[src/rtl/vecmat32_loader_if.sv]
// Element-pair handshake into the vecmat32 operand loader.
// Master offers a vector/matrix element pair; slave accepts on valid & ready.
interface vecmat32_loader_if #(
    parameter int ELEM_W = 16
);
    logic              in_valid;
    logic              in_ready;
    logic [ELEM_W-1:0] in_vec;
    logic [ELEM_W-1:0] in_mat;

    modport master (
        output in_valid,
        output in_vec,
        output in_mat,
        input  in_ready
    );

    modport slave (
        input  in_valid,
        input  in_vec,
        input  in_mat,
        output in_ready
    );
endinterface

[src/rtl/vecmat32_loader.sv]
// Collects DEPTH element pairs into packed operands for the vecmat32 stage
// and captures that stage's result a fixed latency after each launch.
module vecmat32_loader #(
    parameter int ELEM_W     = 16,
    parameter int DEPTH      = 32,
    parameter int RESULT_LAT = 3
) (
    input  logic                    clk,
    input  logic                    reset,
    input  logic                    clear,
    vecmat32_loader_if.slave        in_bus,
    output logic [DEPTH*ELEM_W-1:0] vector,
    output logic [DEPTH*ELEM_W-1:0] matrix,
    output logic                    vec_valid,
    output logic [5:0]              fill_count,
    input  logic [ELEM_W-1:0]       data_in,
    output logic [ELEM_W-1:0]       res_data,
    output logic                    res_valid,
    output logic [15:0]             res_count
);
    localparam int W = DEPTH * ELEM_W;

    typedef enum logic {IDLE, FILL} state_t;

    state_t          state_q, state_d;
    logic [W-1:0]    fill_vec, fill_mat;
    logic [W-1:0]    nxt_vec, nxt_mat;
    logic            accept, launch;
    logic [RESULT_LAT:0] tok;

    assign in_bus.in_ready = reset && !clear;
    assign accept = in_bus.in_valid && in_bus.in_ready;
    assign launch = accept && (fill_count == 6'(DEPTH - 1));

    // Fill buffer with the current element merged in, so a launch
    // publishes element DEPTH-1 on the same edge that accepts it.
    always_comb begin
        nxt_vec = fill_vec;
        nxt_mat = fill_mat;
        nxt_vec[int'(fill_count)*ELEM_W +: ELEM_W] = in_bus.in_vec;
        nxt_mat[int'(fill_count)*ELEM_W +: ELEM_W] = in_bus.in_mat;
    end

    always_comb begin
        state_d = state_q;
        unique case (state_q)
            IDLE: if (accept) state_d = FILL;
            FILL: if (clear || launch) state_d = IDLE;
            default: state_d = IDLE;
        endcase
    end

    always_ff @(posedge clk) begin
        if (!reset) begin
            state_q    <= IDLE;
            fill_count <= '0;
            fill_vec   <= '0;
            fill_mat   <= '0;
            vector     <= '0;
            matrix     <= '0;
            vec_valid  <= 1'b0;
        end else begin
            state_q   <= state_d;
            vec_valid <= launch;
            if (clear) begin
                fill_count <= '0;
                fill_vec   <= '0;
                fill_mat   <= '0;
            end else if (launch) begin
                fill_count <= '0;
                fill_vec   <= '0;
                fill_mat   <= '0;
                vector     <= nxt_vec;
                matrix     <= nxt_mat;
            end else if (accept) begin
                fill_count <= fill_count + 6'd1;
                fill_vec   <= nxt_vec;
                fill_mat   <= nxt_mat;
            end
        end
    end

    // Launch tokens ride this line; clear leaves them alone.
    always_ff @(posedge clk) begin
        if (!reset) begin
            tok       <= '0;
            res_data  <= '0;
            res_valid <= 1'b0;
            res_count <= '0;
        end else begin
            tok       <= {tok[RESULT_LAT-1:0], launch};
            res_valid <= tok[RESULT_LAT];
            if (tok[RESULT_LAT]) begin
                res_data  <= data_in;
                res_count <= res_count + 16'd1;
            end
        end
    end
endmodule

[src/flat_wrapper.sv]
// flat-port wrapper written by rule: the top's interface ports become plain ports
module vecmat32_loader_flat 
#(
    parameter int ELEM_W     = 16,
    parameter int DEPTH      = 32,
    parameter int RESULT_LAT = 3
)
  (clk, reset, clear, vector, matrix, vec_valid, fill_count, data_in, res_data, res_valid, res_count, in_bus_in_valid, in_bus_in_vec, in_bus_in_mat, in_bus_in_ready);
  vecmat32_loader_if #(.ELEM_W(ELEM_W)) in_bus_i ();
  input  logic clk;
  input  logic reset;
  input  logic clear;
  output logic [DEPTH*ELEM_W-1:0] vector;
  output logic [DEPTH*ELEM_W-1:0] matrix;
  output logic vec_valid;
  output logic [5:0] fill_count;
  input  logic [ELEM_W-1:0] data_in;
  output logic [ELEM_W-1:0] res_data;
  output logic res_valid;
  output logic [15:0] res_count;
  input wire logic [$bits(in_bus_i.in_valid)-1:0] in_bus_in_valid;
  input wire logic [$bits(in_bus_i.in_vec)-1:0] in_bus_in_vec;
  input wire logic [$bits(in_bus_i.in_mat)-1:0] in_bus_in_mat;
  output wire logic [$bits(in_bus_i.in_ready)-1:0] in_bus_in_ready;
  assign in_bus_i.in_valid = in_bus_in_valid;
  assign in_bus_i.in_vec = in_bus_in_vec;
  assign in_bus_i.in_mat = in_bus_in_mat;
  assign in_bus_in_ready = in_bus_i.in_ready;
  vecmat32_loader #(.ELEM_W(ELEM_W), .DEPTH(DEPTH), .RESULT_LAT(RESULT_LAT)) u_core (.clk(clk), .reset(reset), .clear(clear), .in_bus(in_bus_i), .vector(vector), .matrix(matrix), .vec_valid(vec_valid), .fill_count(fill_count), .data_in(data_in), .res_data(res_data), .res_valid(res_valid), .res_count(res_count));
endmodule
[config.mk]
export PLATFORM = sky130hd
export DESIGN_NAME = vecmat32_loader_flat
export DESIGN_NICKNAME = d
export VERILOG_FILES = /design/src/rtl/vecmat32_loader_if.sv /design/src/rtl/vecmat32_loader.sv /design/src/flat_wrapper.sv
export SDC_FILE = /design/constraint.sdc
export NUM_CORES = 2
export LEC_CHECK = 0
export BUFFER_PORTS_ARGS = -buffer_cell sky130_fd_sc_hd__buf_2
export CAP_MARGIN = 15
export CORE_ASPECT_RATIO = 1.1
export CORE_MARGIN = 8
export CORE_UTILIZATION = 30
export CTS_CLUSTER_SIZE = 20
export DETAILED_ROUTE_END_ITERATION = 10
export SYNTH_ARGS = -nofsm -noshare
export SYNTH_HDL_FRONTEND = slang
export SYNTH_SLANG_ARGS = --single-unit
[constraint.sdc]
create_clock -name clk -period 4.85 [get_ports clk]
set_input_delay 0.485 -clock clk [delete_from_list [all_inputs] [get_ports clk]]
set_output_delay 0.485 -clock clk [all_outputs]
set_load 0.05 [all_outputs]
Word-level counts from Yosys, hierarchy flattened
Index checks and enable logic that the tools add are counted.

Output and inout bits: 1065. Input bits: 52. Word-level logic and storage cells: 27. Flip-flop bits (word level): 2092.

Bitwise gates (word level): 2. Multiplexer cells: 2. Shift-type cells: 3. Equal/unequal tests: 1. Add/sub/neg operators: 3. Reduce and logical (&&, ||, !) cells: 6.

Operators by type and width (count): $bwmux W512 (2); $shiftx A16 B33 Y512 (2); $shift A16 B33 Y512 const A (1); $neg A10 Y33 (1); $add A16 B1 Y16 const B (1); $add A6 B1 Y6 const B (1); $eq A6 B5 Y1 const B (1); $logic_and A1 B1 Y1 (3); $reduce_or A3 Y1 (1); $not A1 Y1 (2); $reduce_and A2 Y1 (1); $logic_not A1 Y1 (1).

Longest topological paths before layout
Depth in word-level cells: 5. Depth in mapped cells: 13.

Worst setup path before layout
OpenSTA, ideal clock, no wires.

Kind: register -> register. From: reg u_core.fill_count[1]. To: reg u_core.fill_vec[196]. Cell stages (with the launch flop): 13. Library setup time: 128 ps. Setup slack: 1511 ps. Arrival: 3211 ps. Required time: 4722 ps. Period minus slack after synthesis: 3339 ps. Cell sequence: dfxtp_1 > buf_2 > or3_1 > clkbuf_1 > nor3_1 > ha_1 > clkbuf_1 > nand2b_1 > a2111oi_4 > o211ai_1 > clkbuf_1 > nand3_1 > o21ai_0.

Word-level cells in the longest chain between the ends: 3. Elaborated cells between the ends (all ways): 7.

Ends and longest elaborated chain: from (decl) (line vecmat32_loader.sv:15) `output logic [5:0] fill_count,`; from (signal assigned) (line vecmat32_loader.sv:76) `fill_count <= fill_count + 6'd1;`; $neg A10 Y33 or $eq A6 B5 Y1 (tied branches) (line vecmat32_loader.sv:40, vecmat32_loader.sv:33); $shiftx A16 B33 Y512, or another cell as far along (line vecmat32_loader.sv:40) `nxt_vec[int'(fill_count)*ELEM_W +: ELEM_W] = in_bus.in_vec;`; $bwmux W512 or $reduce_or A3 Y1 (tied branches); to (signal assigned) (line vecmat32_loader.sv:77) `fill_vec <= nxt_vec;`; to (decl) (line vecmat32_loader.sv:26) `logic [W-1:0] fill_vec, fill_mat;`.

Parallel ways exist; a longest one is shown, timed or not. A chain may end at the register's enable or synchronous reset.

Worst setup path in the final report
From: reg u_core.fill_count[0]. To: reg u_core.fill_vec[431].

The elaborated chain is that of the path after synthesis.

==> flow_summary.ini <==
[run_status]
status = finished, final reports clean

[power]
p_sw_share_pct = 23.74
switchingPower_mw = 8.623
p_clk_share_pct = 48.9
internal_power_mw = 27.71
pwr-share-seq_pct = 47.6
combPwrFrac_pct = 3.6
peakVddDrop_mv = 0.2956
power.density_nw_per_um2 = 394.3
leakagePower_nw = 37.69

[sta]
tns_ns = 0
slew_headroom_pct = 15.89
finalCritPeriodShare_pct = 83.62
finalSetupViolCount = 0
tightest_slew_ns = 1.262
grt_setup_unrepaired = no
finalClockSkew_ns = 0.08144
hold_violations = 0
period_needed_ns = 4.055
fmax_ghz = 0.2466
slew_violations = 0

[setup_path]
arrival_ns = 4.86
cpMaxStageDelayCell = a21oi_4
rr_worst_depth = 8
critical_path.top_delay_family = simple AND/OR/NAND/NOR gates
crit_buf_inv = 0
path_cells = or3_1 > nor3_1 > ha_1 > nand2b_1 > a2111oi_4 > nand2_2 > a21oi_4 > o21a_1
cp.required_ns = 5.66
crit_path_max_fanout = 33
cp-start-kind = flip-flop
crit_type = reg -> reg
cpPeakStageDelay_ns = 0.87
worst-path-stages = 8
cp-end-kind = flip-flop

[synthesis]
synth_cells = 8900
synthAdderAreaFrac_pct = 0.06569
synth_edf_count = 0
syn_nets = 8956
synth_compound_area_share_pct = 19.57
avgSynthCellArea_sq_um = 8.561
async_flop_share_pct = 0
synth_simple_gate_area_share_pct = 18.05
yosysWarnings = 0
synth_area_sq_um = 76190
synth_seq_area_share_pct = 54.94
ys.flop_type = dfxtp_1
synth_xor_area_share_pct = 0.2545
ys_ff_latch = 2091
synth_top_family_by_area = compound AO/OA/AOI/OAI gates
synth.area.mux_share_pct = 2.325
synth_cell_types = 80

[placement]
port_buffers = 1116
post-dp-hpwl_um = 242300
place_congestion = 0.8643

[layout]
finalCoreUtilization_pct = 36.39
fill_cells = 25791
syn_to_final_growth_pct = 20.93
nets = 9633
layout_common_cells = nand2_1 (2262), dfxtp_1 (2091), buf_2 (1112), o21ai_0 (703), a21oi_1 (613)
drive_gt1_share_pct = 18.25
layout_commonest_cell = nand2_1

[min_path]
holdPathStages = 3
hold_path.class = in -> reg

[route]
firstDrtPassIters = 6
avgRoutedWirePerCell_um = 27.49
route.detailed.drc = 0
dr_total_vias = 68833
wirelength_um = 360100
drt_iter0_markers = 6526
ant_nets = 0
via_per_inst = 5.255

[global_route]
overflow = 0
grt_pass1_wl_um = 495800
grt_pass1_vias = 64781
grt_start_max_net_pins = 228
antenna_found_initial = 19
grtUsageTotal_pct = 25.10

[floorplanning]
die_h_um = 544.6
start_util_pct = 30.09
rows = 194
die_area_sq_um = 270400
coreArea_sq_um = 253200
io_pins = 1117
fp.dieW_um = 496.5

[clock_tree]
cts.sinks = 2091
clk_pin_slew_ns = 0.06
post_cts_resized = 0
hold_buffers = 18
cts_tree = built
max-clock-path-buffers = 4
root_buffer = clkbuf_16
clk_latency_ns = 0.91
htreeDepth = 4
numCtsBuffers = 224
post_cts_buffers = 0

[job]
maxCapViolCount = 0
==> sequential cells by signal, indices dropped and copies added, names as in the netlist <==
signal	flops
u_core.vector	512
u_core.res_count	16
u_core.res_data	16
u_core.fill_vec	512
u_core.fill_mat	512
u_core.fill_count	6
u_core.res_valid	1
u_core.tok	4
u_core.matrix	512
==> cell families after synthesis <==
family,after synthesis
xor+xnor,20
flops,2091
compound gates,2417
simple gates,3332
buf+inv,859
mux,177
fa+ha+maj,4
==> per-stage QoR <==
stage	power [mW]	setup WS (ns)	hold slack [ns]	cell area (sq um)	cells
after global routing	37.36	0.5653	0.05832	92130	13096
after floorplan	18.25	1.511	0.4119	76190	8900
after global placement	18.95	0.9096	0.4187	84220	12658
final	36.33	0.7945	0.08429	92140	13099
after CTS	36.65	0.8144	0.001209	92040	13086
after detailed placement	18.97	0.8499	0.4234	84290	12662
==> power groups by stage <==
stage / clock [mW] / sequential (mW) / combinational (mW)
3_5_place_dp: 0 / 17.7 / 1.31
6_report: 17.7 / 17.3 / 1.31
3_3_place_gp: 0 / 17.7 / 1.29
2_1_floorplan: 0 / 17.6 / 0.607
4_1_cts: 18.1 / 17.3 / 1.32
5_1_grt: 18.7 / 17.3 / 1.34
==> routing by layer <==
metal,part of all wire [%],GRT usage [%]
met5,0.0031,0
met4,6.5,13.91
met3,9.3,6.699
met2,44,39.27
met1,40,31.43
==> worst reg2reg max path, cell delays in order, from the launching register on <==
cell,delay (ns)
dfxtp_1,0.46
or3_1,0.52
nor3_1,0.17
ha_1,0.42
nand2b_1,0.27
a2111oi_4,0.48
nand2_2,0.60
a21oi_4,0.88
o21a_1,0.20
==> synthesized netlist by cell type (all sizes together) (10+ instances only) <==
cell | number | area (sq um)
o21a | 176 | 1329
mux2i | 177 | 1772
a21o | 25 | 187.7
nand2b | 13 | 88.83
o211ai | 11 | 97.60
a211oi | 87 | 668.1
buf | 320 | 1628
nor2b | 23 | 143.9
nand2 | 2266 | 8511
a21boi | 419 | 3146
a311oi | 17 | 155.1
a21oi | 623 | 3148
o21ai | 719 | 3598
o211a | 19 | 190.2
xor2 | 10 | 106.4
a31oi | 213 | 1333
xnor2 | 10 | 87.58
nor2 | 365 | 1383
o221a | 42 | 473.0
o22ai | 35 | 219.0
and2 | 20 | 125.1
clkbuf | 531 | 1994
nand3 | 509 | 2577
dfxtp | 2091 | 41860
nor3 | 87 | 491.7
==> final timing paths <==
check,start,to,slack [ns]
setup / recovery,u_core.fill_count[0]$_SDFFE_PP0P_,u_core.fill_vec[431]$_SDFFE_PP0P_,0.79
hold / removal,in_bus_in_mat[7],u_core.fill_mat[439]$_SDFFE_PP0P_,0.08
setup reg to reg,u_core.fill_count[0]$_SDFFE_PP0P_,u_core.fill_vec[431]$_SDFFE_PP0P_,0.79
hold reg to reg,u_core.fill_vec[431]$_SDFFE_PP0P_,u_core.vector[431]$_SDFFE_PN0P_,0.41
==> layout make-up <==
| class | instances | area [sq um] | share of cell area [%] |
|---|---|---|---|
| Sequential cell | 2091 | 41860 | 45.43 |
| Multi-Input combinational cell | 5950 | 31130 | 33.79 |
| Timing Repair Buffer | 1302 | 7348 | 7.975 |
| Clock buffer | 300 | 6321 | 6.860 |
| Tap cell | 3332 | 4169 | 4.525 |
| Clock inverter | 106 | 1247 | 1.354 |
| Inverter | 8 | 37.54 | 0.04074 |
| Antenna cell | 10 | 25.02 | 0.02716 |
Power figures use the tool's default switching activity.
